File: src/rtl/pb_mailbox_if.sv
// One side of the mailbox as seen by a port-mapped processor.
// The processor drives as master; the mailbox responds as slave.
interface pb_mailbox_if #(
  parameter int DATA_W = 8
) ();
  logic [7:0]        port_id;
  logic [DATA_W-1:0] out_port;
  logic              write_strobe;
  logic              read_strobe;
  logic [DATA_W-1:0] in_port;
  logic              interrupt;
  logic              interrupt_ack;

  modport master (
    output port_id, out_port, write_strobe, read_strobe, interrupt_ack,
    input  in_port, interrupt
  );
  modport slave (
    input  port_id, out_port, write_strobe, read_strobe, interrupt_ack,
    output in_port, interrupt
  );
endinterface

File: src/rtl/pb_mailbox.sv
// Bidirectional mailbox between two port-mapped processors.
// It has one FIFO per direction and a register block per side.
module pb_mailbox_fifo #(
  parameter int DATA_W = 8,
  parameter int DEPTH  = 4
) (
  input  logic                     clk,
  input  logic                     reset,
  input  logic                     push,
  input  logic [DATA_W-1:0]        push_data,
  input  logic                     pop,
  output logic                     push_ok,
  output logic                     pop_ok,
  output logic [DATA_W-1:0]        head,
  output logic [$clog2(DEPTH):0]   count,
  output logic                     empty,
  output logic                     full
);
  localparam int AW = $clog2(DEPTH);

  logic [DATA_W-1:0] mem [DEPTH];
  logic [AW-1:0]     wr_ptr, rd_ptr;

  assign empty   = (count == '0);
  assign full    = (count == (AW+1)'(DEPTH));
  assign pop_ok  = pop && !empty;
  // A full FIFO still accepts a push when the other side pops at the same edge
  assign push_ok = push && (!full || pop_ok);
  assign head    = mem[rd_ptr];

  always_ff @(posedge clk) begin
    if (reset) begin
      wr_ptr <= '0;
      rd_ptr <= '0;
      count  <= '0;
    end else begin
      if (push_ok) wr_ptr <= wr_ptr + 1'b1;
      if (pop_ok)  rd_ptr <= rd_ptr + 1'b1;
      count <= count + (AW+1)'(push_ok) - (AW+1)'(pop_ok);
    end
  end

  always_ff @(posedge clk)
    if (push_ok && !reset) mem[wr_ptr] <= push_data;
endmodule

module pb_mailbox_side #(
  parameter int          DATA_W = 8,
  parameter int          DEPTH  = 4,
  parameter logic [7:0]  BASE   = 8'h00
) (
  input  logic                   clk,
  input  logic                   reset,
  input  logic [7:0]             port_id,
  input  logic [DATA_W-1:0]      out_port,
  input  logic                   write_strobe,
  input  logic                   read_strobe,
  input  logic                   interrupt_ack,
  output logic [DATA_W-1:0]      in_port,
  output logic                   interrupt,
  output logic                   tx_push,
  output logic                   rx_pop,
  input  logic                   tx_push_ok,
  input  logic                   tx_full,
  input  logic                   rx_pop_ok,
  input  logic                   rx_push_ok,
  input  logic                   rx_empty,
  input  logic [DATA_W-1:0]      rx_head,
  input  logic [$clog2(DEPTH):0] rx_count
);
  localparam int CW = $clog2(DEPTH) + 1;

  logic              sel, wr_ctrl, irq_en, tx_ovf, rx_unf, irq_set;
  logic [1:0]        off;
  logic [CW+2:0]     cnt_ext;
  logic [2:0]        cnt_sat;
  logic [DATA_W-1:0] status, rd_next;

  assign sel     = (port_id[7:2] == BASE[7:2]);
  assign off     = port_id[1:0];
  assign tx_push = sel && write_strobe && (off == 2'd0);
  assign rx_pop  = sel && read_strobe  && (off == 2'd0);
  assign wr_ctrl = sel && write_strobe && (off == 2'd2);
  assign irq_set = (rx_push_ok && irq_en) || (wr_ctrl && out_port[0] && !rx_empty);

  always_comb begin
    cnt_ext     = {3'b000, rx_count};
    cnt_sat     = (cnt_ext > (CW+3)'(7)) ? 3'd7 : cnt_ext[2:0];
    status      = '0;
    status[7:0] = {1'b0, cnt_sat, rx_unf, tx_ovf, tx_full, !rx_empty};
    rd_next     = '0;
    if (sel) begin
      case (off)
        2'd0:    if (!rx_empty) rd_next = rx_head;
        2'd1:    rd_next = status;
        2'd2:    rd_next[0] = irq_en;
        default: rd_next = '0;
      endcase
    end
  end

  always_ff @(posedge clk) begin
    if (reset) begin
      in_port   <= '0;
      irq_en    <= 1'b0;
      tx_ovf    <= 1'b0;
      rx_unf    <= 1'b0;
      interrupt <= 1'b0;
    end else begin
      in_port <= rd_next;
      if (wr_ctrl) irq_en <= out_port[0];
      if (wr_ctrl && out_port[1])     tx_ovf <= 1'b0;
      else if (tx_push && !tx_push_ok) tx_ovf <= 1'b1;
      if (wr_ctrl && out_port[1])     rx_unf <= 1'b0;
      else if (rx_pop && !rx_pop_ok)   rx_unf <= 1'b1;
      // A new request beats an acknowledge arriving on the same edge
      if (irq_set)            interrupt <= 1'b1;
      else if (interrupt_ack) interrupt <= 1'b0;
    end
  end
endmodule

module pb_mailbox #(
  parameter int         DATA_W = 8,
  parameter int         DEPTH  = 4,
  parameter logic [7:0] BASE   = 8'h00
) (
  input  logic         clk,
  input  logic         reset,
  pb_mailbox_if.slave  a,
  pb_mailbox_if.slave  b
);
  localparam int CW = $clog2(DEPTH) + 1;

  logic              ab_push, ab_pop, ab_push_ok, ab_pop_ok, ab_empty, ab_full;
  logic              ba_push, ba_pop, ba_push_ok, ba_pop_ok, ba_empty, ba_full;
  logic [DATA_W-1:0] ab_head, ba_head;
  logic [CW-1:0]     ab_count, ba_count;

  pb_mailbox_fifo #(.DATA_W(DATA_W), .DEPTH(DEPTH)) u_ab (
    .clk(clk), .reset(reset), .push(ab_push), .push_data(a.out_port), .pop(ab_pop),
    .push_ok(ab_push_ok), .pop_ok(ab_pop_ok), .head(ab_head), .count(ab_count),
    .empty(ab_empty), .full(ab_full));

  pb_mailbox_fifo #(.DATA_W(DATA_W), .DEPTH(DEPTH)) u_ba (
    .clk(clk), .reset(reset), .push(ba_push), .push_data(b.out_port), .pop(ba_pop),
    .push_ok(ba_push_ok), .pop_ok(ba_pop_ok), .head(ba_head), .count(ba_count),
    .empty(ba_empty), .full(ba_full));

  pb_mailbox_side #(.DATA_W(DATA_W), .DEPTH(DEPTH), .BASE(BASE)) u_a (
    .clk(clk), .reset(reset), .port_id(a.port_id), .out_port(a.out_port),
    .write_strobe(a.write_strobe), .read_strobe(a.read_strobe),
    .interrupt_ack(a.interrupt_ack), .in_port(a.in_port), .interrupt(a.interrupt),
    .tx_push(ab_push), .rx_pop(ba_pop), .tx_push_ok(ab_push_ok), .tx_full(ab_full),
    .rx_pop_ok(ba_pop_ok), .rx_push_ok(ba_push_ok), .rx_empty(ba_empty),
    .rx_head(ba_head), .rx_count(ba_count));

  pb_mailbox_side #(.DATA_W(DATA_W), .DEPTH(DEPTH), .BASE(BASE)) u_b (
    .clk(clk), .reset(reset), .port_id(b.port_id), .out_port(b.out_port),
    .write_strobe(b.write_strobe), .read_strobe(b.read_strobe),
    .interrupt_ack(b.interrupt_ack), .in_port(b.in_port), .interrupt(b.interrupt),
    .tx_push(ba_push), .rx_pop(ab_pop), .tx_push_ok(ba_push_ok), .tx_full(ba_full),
    .rx_pop_ok(ab_pop_ok), .rx_push_ok(ab_push_ok), .rx_empty(ab_empty),
    .rx_head(ab_head), .rx_count(ab_count));
endmodule

File: src/flat_wrapper.sv
// flat-port wrapper written by rule: the top's interface ports become plain ports
module pb_mailbox_flat 
#(
  parameter int         DATA_W = 8,
  parameter int         DEPTH  = 4,
  parameter logic [7:0] BASE   = 8'h00
)
  (clk, reset, a_port_id, a_out_port, a_write_strobe, a_read_strobe, a_interrupt_ack, a_in_port, a_interrupt, b_port_id, b_out_port, b_write_strobe, b_read_strobe, b_interrupt_ack, b_in_port, b_interrupt);
  pb_mailbox_if #(.DATA_W(DATA_W)) a_i ();
  pb_mailbox_if #(.DATA_W(DATA_W)) b_i ();
  input  logic clk;
  input  logic reset;
  input wire logic [$bits(a_i.port_id)-1:0] a_port_id;
  input wire logic [$bits(a_i.out_port)-1:0] a_out_port;
  input wire logic [$bits(a_i.write_strobe)-1:0] a_write_strobe;
  input wire logic [$bits(a_i.read_strobe)-1:0] a_read_strobe;
  input wire logic [$bits(a_i.interrupt_ack)-1:0] a_interrupt_ack;
  output wire logic [$bits(a_i.in_port)-1:0] a_in_port;
  output wire logic [$bits(a_i.interrupt)-1:0] a_interrupt;
  input wire logic [$bits(b_i.port_id)-1:0] b_port_id;
  input wire logic [$bits(b_i.out_port)-1:0] b_out_port;
  input wire logic [$bits(b_i.write_strobe)-1:0] b_write_strobe;
  input wire logic [$bits(b_i.read_strobe)-1:0] b_read_strobe;
  input wire logic [$bits(b_i.interrupt_ack)-1:0] b_interrupt_ack;
  output wire logic [$bits(b_i.in_port)-1:0] b_in_port;
  output wire logic [$bits(b_i.interrupt)-1:0] b_interrupt;
  assign a_i.port_id = a_port_id;
  assign a_i.out_port = a_out_port;
  assign a_i.write_strobe = a_write_strobe;
  assign a_i.read_strobe = a_read_strobe;
  assign a_i.interrupt_ack = a_interrupt_ack;
  assign a_in_port = a_i.in_port;
  assign a_interrupt = a_i.interrupt;
  assign b_i.port_id = b_port_id;
  assign b_i.out_port = b_out_port;
  assign b_i.write_strobe = b_write_strobe;
  assign b_i.read_strobe = b_read_strobe;
  assign b_i.interrupt_ack = b_interrupt_ack;
  assign b_in_port = b_i.in_port;
  assign b_interrupt = b_i.interrupt;
  pb_mailbox #(.DATA_W(DATA_W), .DEPTH(DEPTH), .BASE(BASE)) u_core (.clk(clk), .reset(reset), .a(a_i), .b(b_i));
endmodule
File: config.mk
export PLATFORM = sky130hd
export DESIGN_NAME = pb_mailbox_flat
export DESIGN_NICKNAME = d
export VERILOG_FILES = /design/src/rtl/pb_mailbox_if.sv /design/src/rtl/pb_mailbox.sv /design/src/flat_wrapper.sv
export SDC_FILE = /design/constraint.sdc
export NUM_CORES = 1
export LEC_CHECK = 0
export ABC_CLOCK_PERIOD_IN_PS = 3560
export CAP_MARGIN = 20
export CORE_MARGIN = 2
export CORE_UTILIZATION = 45
export DETAILED_ROUTE_END_ITERATION = 8
export PLACE_DENSITY = 0.67
export SLEW_MARGIN = 5
export SYNTH_ARGS = -nofsm -noshare
export SYNTH_HDL_FRONTEND = slang
export SYNTH_SLANG_ARGS = --single-unit
File: constraint.sdc
create_clock -name clk -period 3.56 [get_ports clk]
set_clock_uncertainty 0.15 [all_clocks]
set_input_delay 0.712 -clock clk [delete_from_list [all_inputs] [get_ports clk]]
set_output_delay 0.712 -clock clk [all_outputs]
set_load 0.05 [all_outputs]
==> impl_metrics.csv, run 1 <==
group,metric,value,unit
detailed_routing,via_per_inst,5.12,
worst_setup_path,cp_data_arrival_time,3.14,ns
sta,period_share,84.6,%
worst_setup_path,cp-end-kind,"flop",
floorplan,die_h,102,um
global_route,grt_max_degree,21,
sta,setup_viol,0,
flow_run,drv_cap,0,
layout,final_net_count,435,
worst_setup_path,cp_max_fo,6,
detailed_routing,drc,0,
sta,clock.fmax,332,MHz
place,place_congestion,0.774,
synthesis,yosysSeqAreaShare,64.1,%
pwr,p_leak,1.78,nW
sta,slew_violations,0,
layout,diodes,0,
synthesis,synthCells,306,
min_path,holdPathStages,1,
clocking,cts_resized,0,
worst_setup_path,reg2regPathDepth,11,
detailed_routing,wirelength,8310,um
clocking,cts_setup_buffers,0,
clocking,root_buffer,"clkbuf_8",
floorplan,rows,35,
floorplan,start_util,46.5,%
pwr,ir_worst_vdd,0.000247,V
place,dp_hpwl,6030,um
synthesis,ys_types,44,
detailed_routing,wl_per_cell,16.1,um
clocking,clkTransAtPathRegs,0.11,ns
synthesis,synthesis.area,0.00431,mm^2
detailed_routing,vias,2639,
worst_setup_path,ff2ff_setup_slack,1.02,ns
floorplan,core_area,0.00928,mm^2
layout,syn_to_final_growth,23.5,%
global_route,track_usage,17.0,%
sta,max_slew.worst_pin.slew,0.681,ns
layout,utilization,57.4,%
min_path,min_from,"u_core.u_b.tx_ovf",
synthesis,synth-edff-count,64,
clocking,ctsHoldBuffers,0,
sta,rsz0062_at_grt,"no",
sta,tns,0,ns
global_route,grt_overflow,0,
synthesis,yosys.area.top_type,"edfxtp_1",
synthesis,synth-seq-cells,106,
min_path,min_to,"u_core.u_b.tx_ovf",
clocking,cts_tree,"yes",
pwr,powerDensity,393,mW/mm^2
clocking,htreeDepth,3,
global_route,grt_pass1_wl,13300,um
global_route,grt_pass1_vias,2659,
synthesis,synth_top_area_share,44.6,%
clocking,cts_buffer_depth,2,
detailed_routing,drt_iter0_drc,82,
worst_setup_path,start_kind,"input port",
detailed_routing,drt_pass1_iterations,4,
synthesis,async_flop_share,0,%
worst_setup_path,r2r-end,"u_core.u_ab.count[2]",
synthesis,yosys-top-cells-area,"edfxtp_1 45%, dfxtp_1 19%, mux4_2 8.4%",
clocking,cts_made_buffers,9,
run_status,run_status,"finished, final reports clean",
synthesis,syn_avg_cell_area,14.1,um^2
sta,max-slew-margin-rel,54.5,%
sta,min_period,3.01,ns
layout,fillers,775,
clocking,insertion_delay,0.37,ns
synthesis,syn-num-nets,360,
min_path,min_path_type,"reg2reg",
sta,hold-worst-slack,0.340,ns
layout,drive_above_1_share,15.5,%
floorplan,die_area,0.0104,mm^2
worst_setup_path,crit_start,"b_port_id[5]",
synthesis,yosys_warnings,0,
clocking,cts_sinks,106,
place,port_buffers,57,
synthesis,synthFlopType,"edfxtp_1",
worst_setup_path,worstSetupPathType,"in2reg",
worst_setup_path,required,3.69,ns
detailed_routing,final_antenna_net_count,0,
floorplan,ios,58,
global_route,antenna_found_initial,0,
sta,hold_viol,0,
worst_setup_path,rr_startpoint,"u_core.u_ab.count[1]",
floorplan,die_w,102,um
through the flow:
step / power [mW] / area, um^2 / worst slack, ns / std cells
floorplan: 1.35 / 4310 / 0.610 / 306
global placement: 1.41 / 5130 / 0.186 / 499
detailed placement: 1.41 / 5130 / 0.110 / 499
CTS: 2.12 / 5330 / 0.528 / 515
global route: 2.17 / 5330 / 0.400 / 515
finish: 2.09 / 5330 / 0.549 / 515
state kept, by name, summed over array words and instances, names as in the netlist, 2 cells and up, named ones only:
register            flops
u_core.u_ab.wr_ptr      2
u_core.u_a.in_port      8
u_core.u_ba.rd_ptr      2
u_core.u_b.in_port      8
u_core.u_ba.count       3
u_core.u_ba.mem        32
u_core.u_ab.count       3
u_core.u_ba.wr_ptr      2
u_core.u_ab.mem        32
u_core.u_ab.rd_ptr      2
cell usage after synthesis (4+ instances only):
master and n:
a21oi_1 7, a22oi_1 10, clkbuf_1 9, dfxtp_1 42, edfxtp_1 64, ha_1 12
inv_1 20, mux4_2 16, nand2_1 5, nand2b_1 6, nand3_1 4, nand4_1 4
nor2_1 34, nor2b_1 7, nor3_1 4, nor3b_1 11, o21ai_0 4, or3_1 6
xnor2_1 4
where the power goes:
group | internal, mW | total, mW | leakage, nW | switching [mW]
clock | 0.273 | 0.707 | 0.0993 | 0.434
sequential | 1.30 | 1.30 | 0.913 | 0.000223
combinational | 0.0495 | 0.0879 | 0.770 | 0.0384
cell usage in the layout (no fill, tap or decap), drive strengths merged, types with 2 or more instances in the layout:
cell and count:
nor2b 7, a41oi 2, nor2 34, ha 12
edfxtp 64, or3 6, xnor2 4, fa 2
a21oi 7, nor3 4, dfxtp 42, mux2 2
a31oi 2, o21ai 4, nand3 4, o31ai 2
clkinv 3, nor4 2, buf 20, clkdlybuf4s50 57
clkbuf 9, a22oi 10, o22ai 2, nand4 4
nor3b 11, nand2b 6, a21boi 2, mux4 16
mux2i 3, and3 3, nand2 5, inv 25
area by class of cell:
cell class,count,area (um^2),share of cell area (%)
Clock inverter,7,67.6,1.27
Clock buffer,9,124,2.33
Multi-Input combinational cell,166,1410,26.4
Sequential cell,106,2760,51.9
Tap cell,129,161,3.03
Inverter,21,83.8,1.57
Timing Repair Buffer,77,721,13.5
kinds of logic (layout without fill, tap and decap cells):
kind of cell,Yosys count,after routing,synth area share (%)
compound gates,36,36,5.71
mux,21,21,9.66
xor+xnor,5,5,1.02
flops,106,106,64.1
fa+ha+maj,14,14,4.41
buf+inv,34,114,3.34
simple gates,90,90,11.8
critical path, cell delays in order:
cell and delay [ns]:
clkdlybuf4s50_1 0.46, nor4_4 0.31, buf_4 0.18, nand4_1 0.14, inv_1 0.10, ha_1 0.22, inv_1 0.05, ha_1 0.13
inv_1 0.05, fa_1 0.39, xor2_1 0.18, xnor2_1 0.15, nor2_1 0.05
how the worst max path moves through the flow:
stage                             to  slack, ns  cells after the start
4_1_cts         u_core.u_ab.count[2]       0.53                     13
3_5_place_dp    u_core.u_ab.count[2]       0.11                     13
2_1_floorplan  u_core.u_ab.mem[2][1]       0.61                      5
3_3_place_gp    u_core.u_ab.count[2]       0.19                     11
5_1_grt         u_core.u_ab.count[2]       0.40                     11
6_report        u_core.u_ab.count[2]       0.55                     13
routing by layer:
metal	GRT usage [%]	part of all wire [%]	up-vias
li1	-	-	1278
met1	23.2	48	1293
met2	27.3	46	62
met3	4.17	4.7	6
met4	4.62	0.85	0
met5	0	0	-
(Power assumes the default switching activity.)
==> run 2, diff against run 1 <==
ABC_CLOCK_PERIOD_IN_PS = 3000   (was 3560)
clock period = 3 ns   (was 3.56 ns; I/O delays follow)
==> run 2 against run 1 <==
Net effect:
- wire length increased by 0.71%
- critical path depth unchanged
- register-to-register slack got worse by 0.52 ns
- largest cell class unchanged
- largest power group unchanged
==> impl_metrics.csv, run 2 (synthesis results as in run 1) <==
group,metric,value,unit
place,dp_hpwl,6070,um
worst_setup_path,r2r-end,"u_core.u_ab.count[2]",
min_path,min_path_type,"reg2reg",
clocking,cts_tree,"yes",
global_route,track_usage,17.3,%
worst_setup_path,start_kind,"input port",
global_route,grt_max_degree,20,
sta,max-slew-margin-rel,55.0,%
layout,final_net_count,447,
clocking,cts_buffer_depth,2,
min_path,min_from,"u_core.u_b.irq_en",
detailed_routing,wirelength,8370,um
clocking,ctsHoldBuffers,0,
clocking,root_buffer,"clkbuf_8",
place,port_buffers,57,
sta,min_period,2.80,ns
worst_setup_path,critical-path-top-delay-family,"buffers and inverters",
layout,multi_input_area,0.00141,mm^2
floorplan,die_h,102,um
sta,rsz0062_at_grt,"no",
detailed_routing,wl_per_cell,15.9,um
detailed_routing,drt_iter0_drc,134,
worst_setup_path,rr_startpoint,"u_core.u_ab.count[1]",
worst_setup_path,cp_max_fo,4,
worst_setup_path,ff2ff_setup_slack,0.50,ns
worst_setup_path,slowest_delay,0.44,ns
layout,seq_area,0.00276,mm^2
worst_setup_path,worstSetupPathType,"in2reg",
detailed_routing,vias,2689,
detailed_routing,drt_pass1_iterations,4,
sta,tns,0,ns
sta,clock.fmax,357,MHz
detailed_routing,via_per_inst,5.10,
detailed_routing,final_antenna_net_count,0,
clocking,htreeDepth,3,
global_route,antenna_found_initial,0,
layout,final_common_cell,"edfxtp_1",
worst_setup_path,path_common_cell,"inv_1",
worst_setup_path,required,3.12,ns
sta,max_slew.worst_pin.slew,0.674,ns
pwr,powerDensity,458,mW/mm^2
sta,setup_viol,0,
floorplan,die_w,102,um
pwr,p_leak,1.84,nW
sta,hold-worst-slack,0.347,ns
floorplan,ios,58,
floorplan,die_area,0.0104,mm^2
floorplan,start_util,46.5,%
worst_setup_path,cp-end-kind,"flop",
global_route,grt_pass1_vias,2693,
layout,final_cell_mix,"64 x edfxtp_1, 57 x clkdlybuf4s50_1, 42 x dfxtp_1",
flow_run,drv_cap,0,
global_route,grt_overflow,0,
worst_setup_path,cp_num_buf_inv,5,
clocking,clkTransAtPathRegs,0.11,ns
global_route,grt_pass1_wl,13500,um
clocking,insertion_delay,0.36,ns
worst_setup_path,reg2regPathDepth,11,
run_status,run_status,"finished, final reports clean",
min_path,min_to,"u_core.u_b.irq_en",
layout,fillers,781,
layout,diodes,0,
clocking,cts_made_buffers,9,
pwr,ir_worst_vdd,0.000246,V
place,place_congestion,0.746,
min_path,holdPathStages,2,
worst_setup_path,crit_chain,"clkdlybuf4s50_1 -> nor4_4 -> buf_4 -> nand4_1 -> inv_1 -> ha_1 -> inv_1 -> ha_1 -> inv_1 -> fa_1 -> xor2_1 -> xnor2_1 -> nor2_1",
floorplan,rows,35,
floorplan,core_area,0.00928,mm^2
worst_setup_path,crit_slowest_cell,"clkdlybuf4s50_1",
detailed_routing,drc,0,
sta,slew_violations,0,
layout,drive_above_1_share,18.1,%
sta,hold_viol,0,
layout,syn_to_final_growth,25.5,%
layout,top_regs,"u_core.u_ab.mem x32, u_core.u_ba.mem x32",
sta,period_share,93.4,%
worst_setup_path,cp_data_arrival_time,2.92,ns
clocking,cts_sinks,106,
==> run 2: changes by cell type in the layout (fill, tap and decap cells not counted), sizes merged <==
| cell | previous run | this run |
|---|---|---|
| clkbuf | 9 | 10 |
| clkinv | 3 | 1 |
| buf | 20 | 32 |
| clkinvlp | 0 | 1 |
==> run 2: layer usage <==
metal	up-vias	GRT usage, %	wire length, um
li1	1306	-	-
met1	1311	23.8	3930
met2	64	27.9	3960
met3	8	3.49	389
met4	0	5.13	82
met5	-	0	0
==> run 2: through the flow <==
stage                     std cells  instance area [um^2]  worst slack [ns]  utilization [%]  power, mW
final                           527                  5410             0.198             58.3       2.48
after global routing            527                  5410            0.0117             58.3       2.56
after CTS                       525                  5390             0.122             58.1       2.49
after detailed placement        509                  5210            -0.258             56.1       1.68
after global placement          509                  5210            -0.173             56.1       1.68
after floorplan                 306                  4310             0.162                -       1.60
==> run 2: timing repair <==
item | 4_1_cts | 5_1_grt
gates resized for setup | 0 | 1
endpoints found under the setup margin | 0 | 1
buffers inserted | 0 | 2
endpoints found under the hold margin | 0 | 0
==> run 2: final cells by class <==
class,count,share of cell area (%)
tap,129,2.98
sequential,106,51.0
inverter,21,1.55
multi-input combinational,166,26.1
timing repair buffer,89,15.0
clock buffer,10,2.36
clock inverter,6,1.04
==> run 2: tightest hold or removal path: stages (launching register included) <==
cell and delay (ns):
dfxtp_1 0.34, nand2_1 0.06, a21oi_1 0.06
==> run 2: worst max-delay path by stage <==
stage / startpoint / end / slack, ns / cells past startpoint
floorplan: b_port_id[5] / u_core.u_ab.mem[2][0] / 0.16 / 5
global placement: b_port_id[5] / u_core.u_ab.count[2] / -0.17 / 11
detailed placement: b_port_id[5] / u_core.u_ab.count[2] / -0.26 / 13
CTS: b_port_id[5] / u_core.u_ab.count[2] / 0.12 / 13
global route: b_port_id[6] / u_core.u_ab.count[2] / 0.01 / 13
finish: b_port_id[6] / u_core.u_ab.count[2] / 0.20 / 13
==> run 2: power by group <==
part,switching [mW],internal (mW)
combinational,0.0464,0.0629
clock,0.507,0.322
sequential,0.000255,1.54
total,0.553,1.92
